$ cat src/rtl/exception_wb_unit_if.sv
`default_nettype none
// =============================================================================
// exception_wb_unit_if
// Writeback-boundary bundle: ALU and mult/div result streams in, writeback and
// exception status out.
// Revision: 1.0
// =============================================================================
interface exception_wb_unit_if #(
    parameter int DATA_W = 32,
    parameter int REG_W  = 5,
    parameter int CNT_W  = 8
);
    logic              in_valid;
    logic              in_ovf;
    logic              in_rtype;
    logic [4:0]        in_aluop;
    logic [REG_W-1:0]  in_rd;
    logic [DATA_W-1:0] in_data;
    logic              md_done;
    logic              md_exc;
    logic              md_isdiv;
    logic [REG_W-1:0]  md_rd;
    logic [DATA_W-1:0] md_data;
    logic              irq_ack;
    logic              wb_we;
    logic [REG_W-1:0]  wb_rd;
    logic [DATA_W-1:0] wb_data;
    logic              stall;
    logic              exc_pending;
    logic [2:0]        exc_code;
    logic [CNT_W-1:0]  exc_count;
    logic              proto_err;

    modport master (
        output in_valid, in_ovf, in_rtype, in_aluop, in_rd, in_data,
        output md_done, md_exc, md_isdiv, md_rd, md_data, irq_ack,
        input  wb_we, wb_rd, wb_data, stall, exc_pending, exc_code, exc_count, proto_err
    );

    modport slave (
        input  in_valid, in_ovf, in_rtype, in_aluop, in_rd, in_data,
        input  md_done, md_exc, md_isdiv, md_rd, md_data, irq_ack,
        output wb_we, wb_rd, wb_data, stall, exc_pending, exc_code, exc_count, proto_err
    );
endinterface
`default_nettype wire

$ cat src/rtl/exception_wb_unit.sv
`default_nettype none
// =============================================================================
// exception_wb_unit
// Merges ALU and mult/div results into one writeback slot, redirecting
// arithmetic exceptions to the status register; colliding mult/div results
// are queued and drained while the pipeline is stalled.
// Revision: 1.0
// =============================================================================
module exception_wb_unit #(
    parameter int DATA_W     = 32,
    parameter int REG_W      = 5,
    parameter int STATUS_REG = 30,
    parameter int DEPTH      = 4,
    parameter int CNT_W      = 8
) (
    input  wire logic          clock,
    input  wire logic          reset,
    exception_wb_unit_if.slave bus
);
    localparam int                C_PTR_W     = (DEPTH > 1) ? $clog2(DEPTH) : 1;
    localparam int                C_CNT_BITS  = C_PTR_W + 1;
    localparam int                C_ENTRY_W   = DATA_W + REG_W + 2;
    localparam logic [C_CNT_BITS-1:0] C_FULL  = C_CNT_BITS'(DEPTH);
    localparam logic [REG_W-1:0]  C_STATUS_RD = REG_W'(STATUS_REG);
    localparam logic [4:0]        C_OP_ADD    = 5'd0;
    localparam logic [4:0]        C_OP_SUB    = 5'd1;
    localparam logic [2:0]        C_CODE_NONE = 3'd0;
    localparam logic [2:0]        C_CODE_ADD  = 3'd1;
    localparam logic [2:0]        C_CODE_ADDI = 3'd2;
    localparam logic [2:0]        C_CODE_SUB  = 3'd3;
    localparam logic [2:0]        C_CODE_MUL  = 3'd4;
    localparam logic [2:0]        C_CODE_DIV  = 3'd5;
    localparam logic [CNT_W-1:0]  C_CNT_MAX   = {CNT_W{1'b1}};

    logic [C_ENTRY_W-1:0]  r_mem [DEPTH];
    logic [C_PTR_W-1:0]    r_wr_ptr;
    logic [C_PTR_W-1:0]    r_rd_ptr;
    logic [C_CNT_BITS-1:0] r_count;

    logic                  r_wb_we;
    logic [REG_W-1:0]      r_wb_rd;
    logic [DATA_W-1:0]     r_wb_data;
    logic                  r_exc_pending;
    logic [2:0]            r_exc_code;
    logic [CNT_W-1:0]      r_exc_count;
    logic                  r_proto_err;

    logic                  w_fifo_empty;
    logic                  w_fifo_full;
    logic                  w_pop;
    logic                  w_push_req;
    logic                  w_push;
    logic                  w_drop;
    logic [C_ENTRY_W-1:0]  w_head;
    logic [C_ENTRY_W-1:0]  w_new_entry;
    logic [2:0]            w_alu_code;
    logic                  w_src_valid;
    logic                  w_src_exc;
    logic [2:0]            w_src_code;
    logic [REG_W-1:0]      w_src_rd;
    logic [DATA_W-1:0]     w_src_data;
    logic                  w_redirect;

    assign w_fifo_empty = (r_count == '0);
    assign w_fifo_full  = (r_count == C_FULL);
    assign w_pop        = !bus.in_valid && !w_fifo_empty;
    // md_done only bypasses the queue when the slot is free and nothing is queued ahead of it
    assign w_push_req   = bus.md_done && (bus.in_valid || !w_fifo_empty);
    assign w_push       = w_push_req && (!w_fifo_full || w_pop);
    assign w_drop       = w_push_req && !w_push;
    assign w_head       = r_mem[r_rd_ptr];
    assign w_new_entry  = {bus.md_exc, bus.md_isdiv, bus.md_rd, bus.md_data};

    always_comb begin
        w_alu_code = C_CODE_NONE;
        if (bus.in_aluop == C_OP_ADD) begin
            w_alu_code = bus.in_rtype ? C_CODE_ADD : C_CODE_ADDI;
        end else if (bus.in_aluop == C_OP_SUB) begin
            w_alu_code = C_CODE_SUB;
        end
    end

    always_comb begin
        w_src_valid = 1'b0;
        w_src_exc   = 1'b0;
        w_src_code  = C_CODE_NONE;
        w_src_rd    = '0;
        w_src_data  = '0;
        if (bus.in_valid) begin
            w_src_valid = 1'b1;
            w_src_exc   = bus.in_ovf;
            w_src_code  = w_alu_code;
            w_src_rd    = bus.in_rd;
            w_src_data  = bus.in_data;
        end else if (!w_fifo_empty) begin
            w_src_valid = 1'b1;
            w_src_exc   = w_head[C_ENTRY_W-1];
            w_src_code  = w_head[C_ENTRY_W-2] ? C_CODE_DIV : C_CODE_MUL;
            w_src_rd    = w_head[DATA_W +: REG_W];
            w_src_data  = w_head[DATA_W-1:0];
        end else if (bus.md_done) begin
            w_src_valid = 1'b1;
            w_src_exc   = bus.md_exc;
            w_src_code  = bus.md_isdiv ? C_CODE_DIV : C_CODE_MUL;
            w_src_rd    = bus.md_rd;
            w_src_data  = bus.md_data;
        end
    end

    // An overflow on an ALU op without an exception code is written back unchanged
    assign w_redirect = w_src_valid && w_src_exc && (w_src_code != C_CODE_NONE);

    always_ff @(posedge clock) begin
        if (w_push) begin
            r_mem[r_wr_ptr] <= w_new_entry;
        end
    end

    always_ff @(posedge clock or negedge reset) begin
        if (!reset) begin
            r_wr_ptr <= '0;
            r_rd_ptr <= '0;
            r_count  <= '0;
        end else begin
            if (w_push) begin
                r_wr_ptr <= r_wr_ptr + 1'b1;
            end
            if (w_pop) begin
                r_rd_ptr <= r_rd_ptr + 1'b1;
            end
            if (w_push && !w_pop) begin
                r_count <= r_count + 1'b1;
            end else if (w_pop && !w_push) begin
                r_count <= r_count - 1'b1;
            end
        end
    end

    always_ff @(posedge clock or negedge reset) begin
        if (!reset) begin
            r_wb_we       <= 1'b0;
            r_wb_rd       <= '0;
            r_wb_data     <= '0;
            r_exc_pending <= 1'b0;
            r_exc_code    <= C_CODE_NONE;
            r_exc_count   <= '0;
            r_proto_err   <= 1'b0;
        end else begin
            r_wb_we   <= w_src_valid;
            r_wb_rd   <= w_redirect ? C_STATUS_RD : w_src_rd;
            r_wb_data <= w_redirect ? {{(DATA_W-3){1'b0}}, w_src_code} : w_src_data;
            if (w_redirect) begin
                r_exc_pending <= 1'b1;
                r_exc_code    <= w_src_code;
                if (r_exc_count != C_CNT_MAX) begin
                    r_exc_count <= r_exc_count + 1'b1;
                end
            end else if (bus.irq_ack) begin
                r_exc_pending <= 1'b0;
            end
            if ((bus.in_valid && !w_fifo_empty) || w_drop) begin
                r_proto_err <= 1'b1;
            end
        end
    end

    assign bus.wb_we       = r_wb_we;
    assign bus.wb_rd       = r_wb_rd;
    assign bus.wb_data     = r_wb_data;
    assign bus.stall       = !w_fifo_empty;
    assign bus.exc_pending = r_exc_pending;
    assign bus.exc_code    = r_exc_code;
    assign bus.exc_count   = r_exc_count;
    assign bus.proto_err   = r_proto_err;
endmodule
`default_nettype wire
$ cat src/flat_wrapper.sv
// flat-port wrapper written by rule: the top's interface ports become plain ports
module exception_wb_unit_flat 
#(
    parameter int DATA_W     = 32,
    parameter int REG_W      = 5,
    parameter int STATUS_REG = 30,
    parameter int DEPTH      = 4,
    parameter int CNT_W      = 8
)
  (clock, reset, bus_in_valid, bus_in_ovf, bus_in_rtype, bus_in_aluop, bus_in_rd, bus_in_data, bus_md_done, bus_md_exc, bus_md_isdiv, bus_md_rd, bus_md_data, bus_irq_ack, bus_wb_we, bus_wb_rd, bus_wb_data, bus_stall, bus_exc_pending, bus_exc_code, bus_exc_count, bus_proto_err);
  exception_wb_unit_if #(.DATA_W(DATA_W), .REG_W(REG_W), .CNT_W(CNT_W)) bus_i ();
  input  wire logic clock;
  input  wire logic reset;
  input wire logic [$bits(bus_i.in_valid)-1:0] bus_in_valid;
  input wire logic [$bits(bus_i.in_ovf)-1:0] bus_in_ovf;
  input wire logic [$bits(bus_i.in_rtype)-1:0] bus_in_rtype;
  input wire logic [$bits(bus_i.in_aluop)-1:0] bus_in_aluop;
  input wire logic [$bits(bus_i.in_rd)-1:0] bus_in_rd;
  input wire logic [$bits(bus_i.in_data)-1:0] bus_in_data;
  input wire logic [$bits(bus_i.md_done)-1:0] bus_md_done;
  input wire logic [$bits(bus_i.md_exc)-1:0] bus_md_exc;
  input wire logic [$bits(bus_i.md_isdiv)-1:0] bus_md_isdiv;
  input wire logic [$bits(bus_i.md_rd)-1:0] bus_md_rd;
  input wire logic [$bits(bus_i.md_data)-1:0] bus_md_data;
  input wire logic [$bits(bus_i.irq_ack)-1:0] bus_irq_ack;
  output wire logic [$bits(bus_i.wb_we)-1:0] bus_wb_we;
  output wire logic [$bits(bus_i.wb_rd)-1:0] bus_wb_rd;
  output wire logic [$bits(bus_i.wb_data)-1:0] bus_wb_data;
  output wire logic [$bits(bus_i.stall)-1:0] bus_stall;
  output wire logic [$bits(bus_i.exc_pending)-1:0] bus_exc_pending;
  output wire logic [$bits(bus_i.exc_code)-1:0] bus_exc_code;
  output wire logic [$bits(bus_i.exc_count)-1:0] bus_exc_count;
  output wire logic [$bits(bus_i.proto_err)-1:0] bus_proto_err;
  assign bus_i.in_valid = bus_in_valid;
  assign bus_i.in_ovf = bus_in_ovf;
  assign bus_i.in_rtype = bus_in_rtype;
  assign bus_i.in_aluop = bus_in_aluop;
  assign bus_i.in_rd = bus_in_rd;
  assign bus_i.in_data = bus_in_data;
  assign bus_i.md_done = bus_md_done;
  assign bus_i.md_exc = bus_md_exc;
  assign bus_i.md_isdiv = bus_md_isdiv;
  assign bus_i.md_rd = bus_md_rd;
  assign bus_i.md_data = bus_md_data;
  assign bus_i.irq_ack = bus_irq_ack;
  assign bus_wb_we = bus_i.wb_we;
  assign bus_wb_rd = bus_i.wb_rd;
  assign bus_wb_data = bus_i.wb_data;
  assign bus_stall = bus_i.stall;
  assign bus_exc_pending = bus_i.exc_pending;
  assign bus_exc_code = bus_i.exc_code;
  assign bus_exc_count = bus_i.exc_count;
  assign bus_proto_err = bus_i.proto_err;
  exception_wb_unit #(.DATA_W(DATA_W), .REG_W(REG_W), .STATUS_REG(STATUS_REG), .DEPTH(DEPTH), .CNT_W(CNT_W)) u_core (.clock(clock), .reset(reset), .bus(bus_i));
endmodule
$ cat config.mk
export PLATFORM = sky130hd
export DESIGN_NAME = exception_wb_unit_flat
export DESIGN_NICKNAME = d
export VERILOG_FILES = /design/src/rtl/exception_wb_unit_if.sv /design/src/rtl/exception_wb_unit.sv /design/src/flat_wrapper.sv
export SDC_FILE = /design/constraint.sdc
export NUM_CORES = 1
export LEC_CHECK = 0
export BUFFER_PORTS_ARGS = -buffer_cell sky130_fd_sc_hd__buf_2
export CORE_MARGIN = 1
export CORE_UTILIZATION = 32
export CTS_BUF_LIST = sky130_fd_sc_hd__clkbuf_4 sky130_fd_sc_hd__clkbuf_8
export DETAILED_ROUTE_END_ITERATION = 7
export PLACE_DENSITY_LB_ADDON = 0.1
export SKIP_LAST_GASP = 1
export SYNTH_ARGS = -nofsm -noshare
export SYNTH_HDL_FRONTEND = slang
export SYNTH_SLANG_ARGS = --single-unit
$ cat constraint.sdc
create_clock -name clock -period 2.79 [get_ports clock]
set_input_delay 0.279 -clock clock [delete_from_list [all_inputs] [get_ports clock]]
set_output_delay 0.279 -clock clock [all_outputs]
set_load 0.03 [all_outputs]
* After elaboration in Yosys (flattened, before gate mapping)
Memories as Yosys holds them, arrays and structs flattened.
Index checks and enable logic that the tools add are counted.
** Storage, ports and cells
- Flip-flop bits (word level) :: 58
- Latch bits :: 0
- Bits in writable memories :: 156
- Memory bits (read-only) :: 0
- Logic and storage cells :: 70
- Memories kept :: 1
** Operators by class
- Add/sub/neg operators :: 5
- $mul :: 0
- Divide/modulo/power cells :: 0
- Order comparisons :: 0
- Equal/unequal tests :: 3
- Shift-type cells :: 0
- Multiplexer cells :: 28
- Bitwise logic cells :: 0
- Reduce and logical (&&, ||, !) cells :: 23
** Memory list
- u_core.r_mem :: words 4, width 39, rd ports 1, clocked after Yosys merged registers in 0, wr ports 1, line exception_wb_unit.sv:35 : logic [C_ENTRY_W-1:0] r_mem [DEPTH];
** Operators with widths (count)
- $mux W32 :: 4
- $mux W5 :: 4
- $mux W3 :: 6
- $mux W1 :: 12
- $logic_and A1 B1 Y1 :: 9
- $add A8 B1 Y8 const B :: 1
- $ne A8 B8 Y1 const B :: 1
- $eq A5 B1 Y1 const B :: 1
- $logic_not A1 Y1 :: 5
- $logic_not A5 Y1 :: 1
- $add A2 B1 Y2 const B :: 2
- $mux W2 :: 2
- $reduce_bool A2 Y1 :: 2
- $add A3 B1 Y3 const B :: 1
- $eq A3 B3 Y1 const B :: 1
- $logic_not A3 Y1 :: 1
- $logic_or A1 B1 Y1 :: 3
- $reduce_bool A3 Y1 :: 1
- $sub A3 B1 Y3 const B :: 1
- $reduce_and A2 Y1 :: 1

* Longest topological paths before layout
- Depth in word-level cells :: 9
- Depth in mapped cells :: 10
- Mapped depth without buffers :: 9

* Worst setup path after synthesis
Ideal clock, no wire load.
- Kind :: in2reg
- Start point :: input bus_md_done
- End point :: memory u_core.r_mem[0][0] in the netlist's numbering (enable)
- Data arrival time :: 2.004 ns
- Required time :: 2.390 ns
- Slack :: 0.386 ns
- Stages :: 4
- Buffers on the path :: 2
- Cell sequence :: clkbuf_1 clkbuf_1 o31a_1 and2_1
** On the way
- Word-level cells in the longest chain between the ends :: 4
** Ends and longest elaborated chain
- start, declared :: line flat_wrapper.sv:20 : input wire logic [$bits(bus_i.md_done)-1:0] bus_md_done;
- $logic_and A1 B1 Y1 :: line exception_wb_unit.sv:68 : assign w_push_req = bus.md_done && (bus.in_valid || !w_fifo_empty);
- $logic_and A1 B1 Y1 :: line exception_wb_unit.sv:69 : assign w_push = w_push_req && (!w_fifo_full || w_pop);
- via u_core.w_push :: line exception_wb_unit.sv:52 : logic w_push;
- $mux W1 :: line exception_wb_unit.sv:114 : if (w_push) begin
- $mux W1 (not written as such) :: line exception_wb_unit.sv:115 : r_mem[r_wr_ptr] <= w_new_entry;
- end, declared :: line exception_wb_unit.sv:35
The timed path passes the listed nets, and every way through them passes these cells.

* Worst setup path after layout
- Start point :: register u_core.r_count[0]
- End point :: output bus_stall
** On the way
- Word-level cells in the longest chain between the ends :: 2
** Ends and longest elaborated chain
- start, declared :: line exception_wb_unit.sv:38 : logic [C_CNT_BITS-1:0] r_count;
- start signal, assigned :: line exception_wb_unit.sv:132 : r_count <= r_count + 1'b1;
- start signal, assigned :: line exception_wb_unit.sv:134 : r_count <= r_count - 1'b1;
- $logic_not A3 Y1 :: line exception_wb_unit.sv:64 : assign w_fifo_empty = (r_count == '0);
- $logic_not A1 Y1 :: line exception_wb_unit.sv:170 : assign bus.stall = !w_fifo_empty;
- end, declared :: line flat_wrapper.sv:29 : output wire logic [$bits(bus_i.stall)-1:0] bus_stall;
No other way between the ends.

==> metrics.cfg <==
[clocking]
cts-buffers-inserted = 38
cts_tree = built
clkSinkCount = 214
clockBufferDepth = 3
cts_setup_buffers = 0
htree_levels = 2
ctsResizeCount = 0
clk_latency_ns = 0.52
path_clk_slew_ns = 0.06
clockRootBuffer = clkbuf_8
hold_buffers = 67

[synthesis]
async_flop_share_pct = 27.1
synth_edf_count = 156
syn_nets = 647
syn-instance-count = 552
synth_area_um2 = 8570
yosysUniqueCellTypes = 36
ys_ff_latch = 214
synth_warnings = 0
ys_seq_area_share_pct = 71.6
ys.flop_type = edfxtp_1
avgSynthCellArea_um2 = 15.5

[setup_path]
worst_ep_arrival_time_ns = 2.04
worstSetupStartpoint = u_core.r_count[0]$_DFFE_PN0P_
critPathLaunchType = flop
end_kind = output pin
path_class = reg -> out
regToRegSetupSlack_ns = 0.52
r2r-start = u_core.r_count[0]$_DFFE_PN0P_
cp-endpoint = bus_stall
reg2regPathDepth = 7
reg2reg_to = u_core.bus.exc_count[2]$_DFFE_PN0P_
crit_path_max_fanout = 23
crit_required_ns = 2.51

[pwr]
power_density_nw_per_um2 = 1020
p_leak_nw = 4.33
ir_drop_v = 0.000487

[sta]
finalClockSkew_ns = 0.0268
finalCritPeriodShare_pct = 83.1
setup-violations-final = 0
slew_viol_final = 0
relSlewSlack_pct = 43.5
hold_violations = 0
rsz0062_at_grt = no
fin_setup_tns_ns = 0
holdWs_ns = 0.0357
fmaxAchievable_mhz = 431
setup_ws_ns = 0.472
worst_pin_slew_ns = 0.848
final.min_clock_period_ns = 2.32

[drt]
vias_per_cell = 4.77
wl_um = 21300
drc = 16
first_pass_iters = 6
drtIter0Drc = 333
vias = 5461
ant_nets = 0
routedWlPerCell_um = 18.6

[global_route]
antenna_found_initial = 1
grt_max_degree = 44
overflow = 0
grt_pass1_vias = 5890
grtUsageTotal_pct = 15.9
grt_pass1_wl_um = 33400

[placement]
gp_congestion = 0.703
place.detailed.hpwl_um = 12600
pre_cts_slack_ns = 0.414
io_buffers = 139

[floorplanning]
die_h_um = 166
rows = 59
dieArea_um2 = 27400
ioPinCount = 140
start_util_pct = 32.8
fp.coreArea_um2 = 26100
die_w_um = 166

[final_layout]
final_common_cell = edfxtp_1
n_antenna_cell = 0
nNetsFinal = 876
fill_cells = 2440
layout_common_cells = edfxtp_1, buf_2, a21oi_1, dlygate4sd3_1, dfrtp_1
drive_gt1_share_pct = 33.1
area.growth.synth_to_final_pct = 29.3

[job]
cap_violations = 0

[hold_path]
hp-class = in -> reg

[outcome]
violations = DRC
outcome = complete, but fails checks

==> flip-flops by register name, indices dropped and copies added, names as in the netlist <==
name                    flops
u_core.r_rd_ptr             2
u_core.bus.exc_count        8
u_core.r_wr_ptr             2
u_core.r_mem              156
u_core.bus.proto_err        1
u_core.r_count              3
u_core.bus.exc_code         3
u_core.bus.exc_pending      1
u_core.bus.wb_rd            5
u_core.bus.wb_we            1
u_core.bus.wb_data         32
==> cell usage after synthesis, types with 6 or more instances <==
cell type | instances | share of area, %
xor2_1 | 8 | 0.82
a21oi_1 | 69 | 4.0
buf_2 | 6 | 0.35
o21ai_0 | 8 | 0.47
edfxtp_1 | 156 | 55
nor2_1 | 34 | 1.5
clkbuf_1 | 16 | 0.70
xnor2_1 | 6 | 0.61
mux4_2 | 39 | 10
ha_1 | 6 | 0.88
inv_1 | 8 | 0.35
dfrtp_1 | 58 | 17
buf_1 | 9 | 0.39
nand2_1 | 51 | 2.2
nand3_1 | 46 | 2.7
==> logic make-up (layout without fill, tap and decap cells) <==
| kind of cell | count (synthesis) | after routing | synth area share [%] |
|---|---|---|---|
| and+or+nand+nor | 146 | 146 | 7.61 |
| muxes | 41 | 41 | 10.5 |
| buffers and inverters | 44 | 301 | 2.37 |
| xor gates and xnor gates | 14 | 14 | 1.43 |
| adders and majority gates | 7 | 7 | 1.11 |
| AOI/OAI and AO/OA | 86 | 86 | 5.37 |
| DFF | 214 | 214 | 71.6 |
==> report_power, final <==
group / switching (mW) / leakage (nW) / total [mW] / internal [mW]
sequential: 0.281 / 2.13 / 4.58 / 4.30
clock: 1.25 / 0.387 / 2.77 / 1.51
combinational: 2.46 / 1.81 / 3.96 / 1.50
==> worst max-delay path: stages (launching register included) <==
cell,delay (ns)
dfrtp_1,0.46
nor3_4,0.27
buf_4,0.27
inv_2,0.06
buf_4,0.23
buf_2,0.22
==> layer usage <==
layer	GRT usage (%)	vias to the layer above	wire, um
met5	0	-	0
met4	4.55	0	340
met3	3.42	31	1180
met2	26.5	154	10300
met1	21.0	2737	9470
li1	-	2539	-
==> through the flow <==
step	cells	power (mW)	util, %	cell area [um2]
2_1_floorplan	552	7.36	-	8570
3_3_place_gp	1009	8.56	37.1	9690
3_5_place_dp	1009	8.62	37.1	9690
4_1_cts	1144	11.5	42.4	11100
5_1_grt	1144	12.0	42.4	11100
6_report	1144	11.3	42.4	11100
==> layout make-up <==
cell class | count | area, um2 | area share, %
clock inverter | 16 | 67.6 | 0.610
multi-input combinational | 294 | 2240 | 20.2
tap | 335 | 419 | 3.78
timing repair buffer | 224 | 1530 | 13.8
sequential | 214 | 6140 | 55.4
clock buffer | 52 | 653 | 5.89
inverter | 9 | 33.8 | 0.305
==> worst min path at each step <==
stage                                                     end             from  cells after the start  slack (ns)
after floorplan            u_core.bus.exc_code[0]$_DFFE_PN0P_            reset                      0       -0.02
after global placement    u_core.bus.exc_count[5]$_DFFE_PN0P_            reset                      1        0.42
after detailed placement  u_core.bus.exc_count[5]$_DFFE_PN0P_            reset                      1        0.44
after CTS                       u_core.bus.wb_rd[2]$_DFF_PN0_     bus_in_rd[2]                      3      0.0007
after global routing            u_core.r_mem[0][15]$_DFFE_PP_  bus_md_data[15]                      1       0.003
final                           u_core.bus.wb_rd[2]$_DFF_PN0_     bus_in_rd[2]                      3        0.04
(Power assumes the default switching activity.)
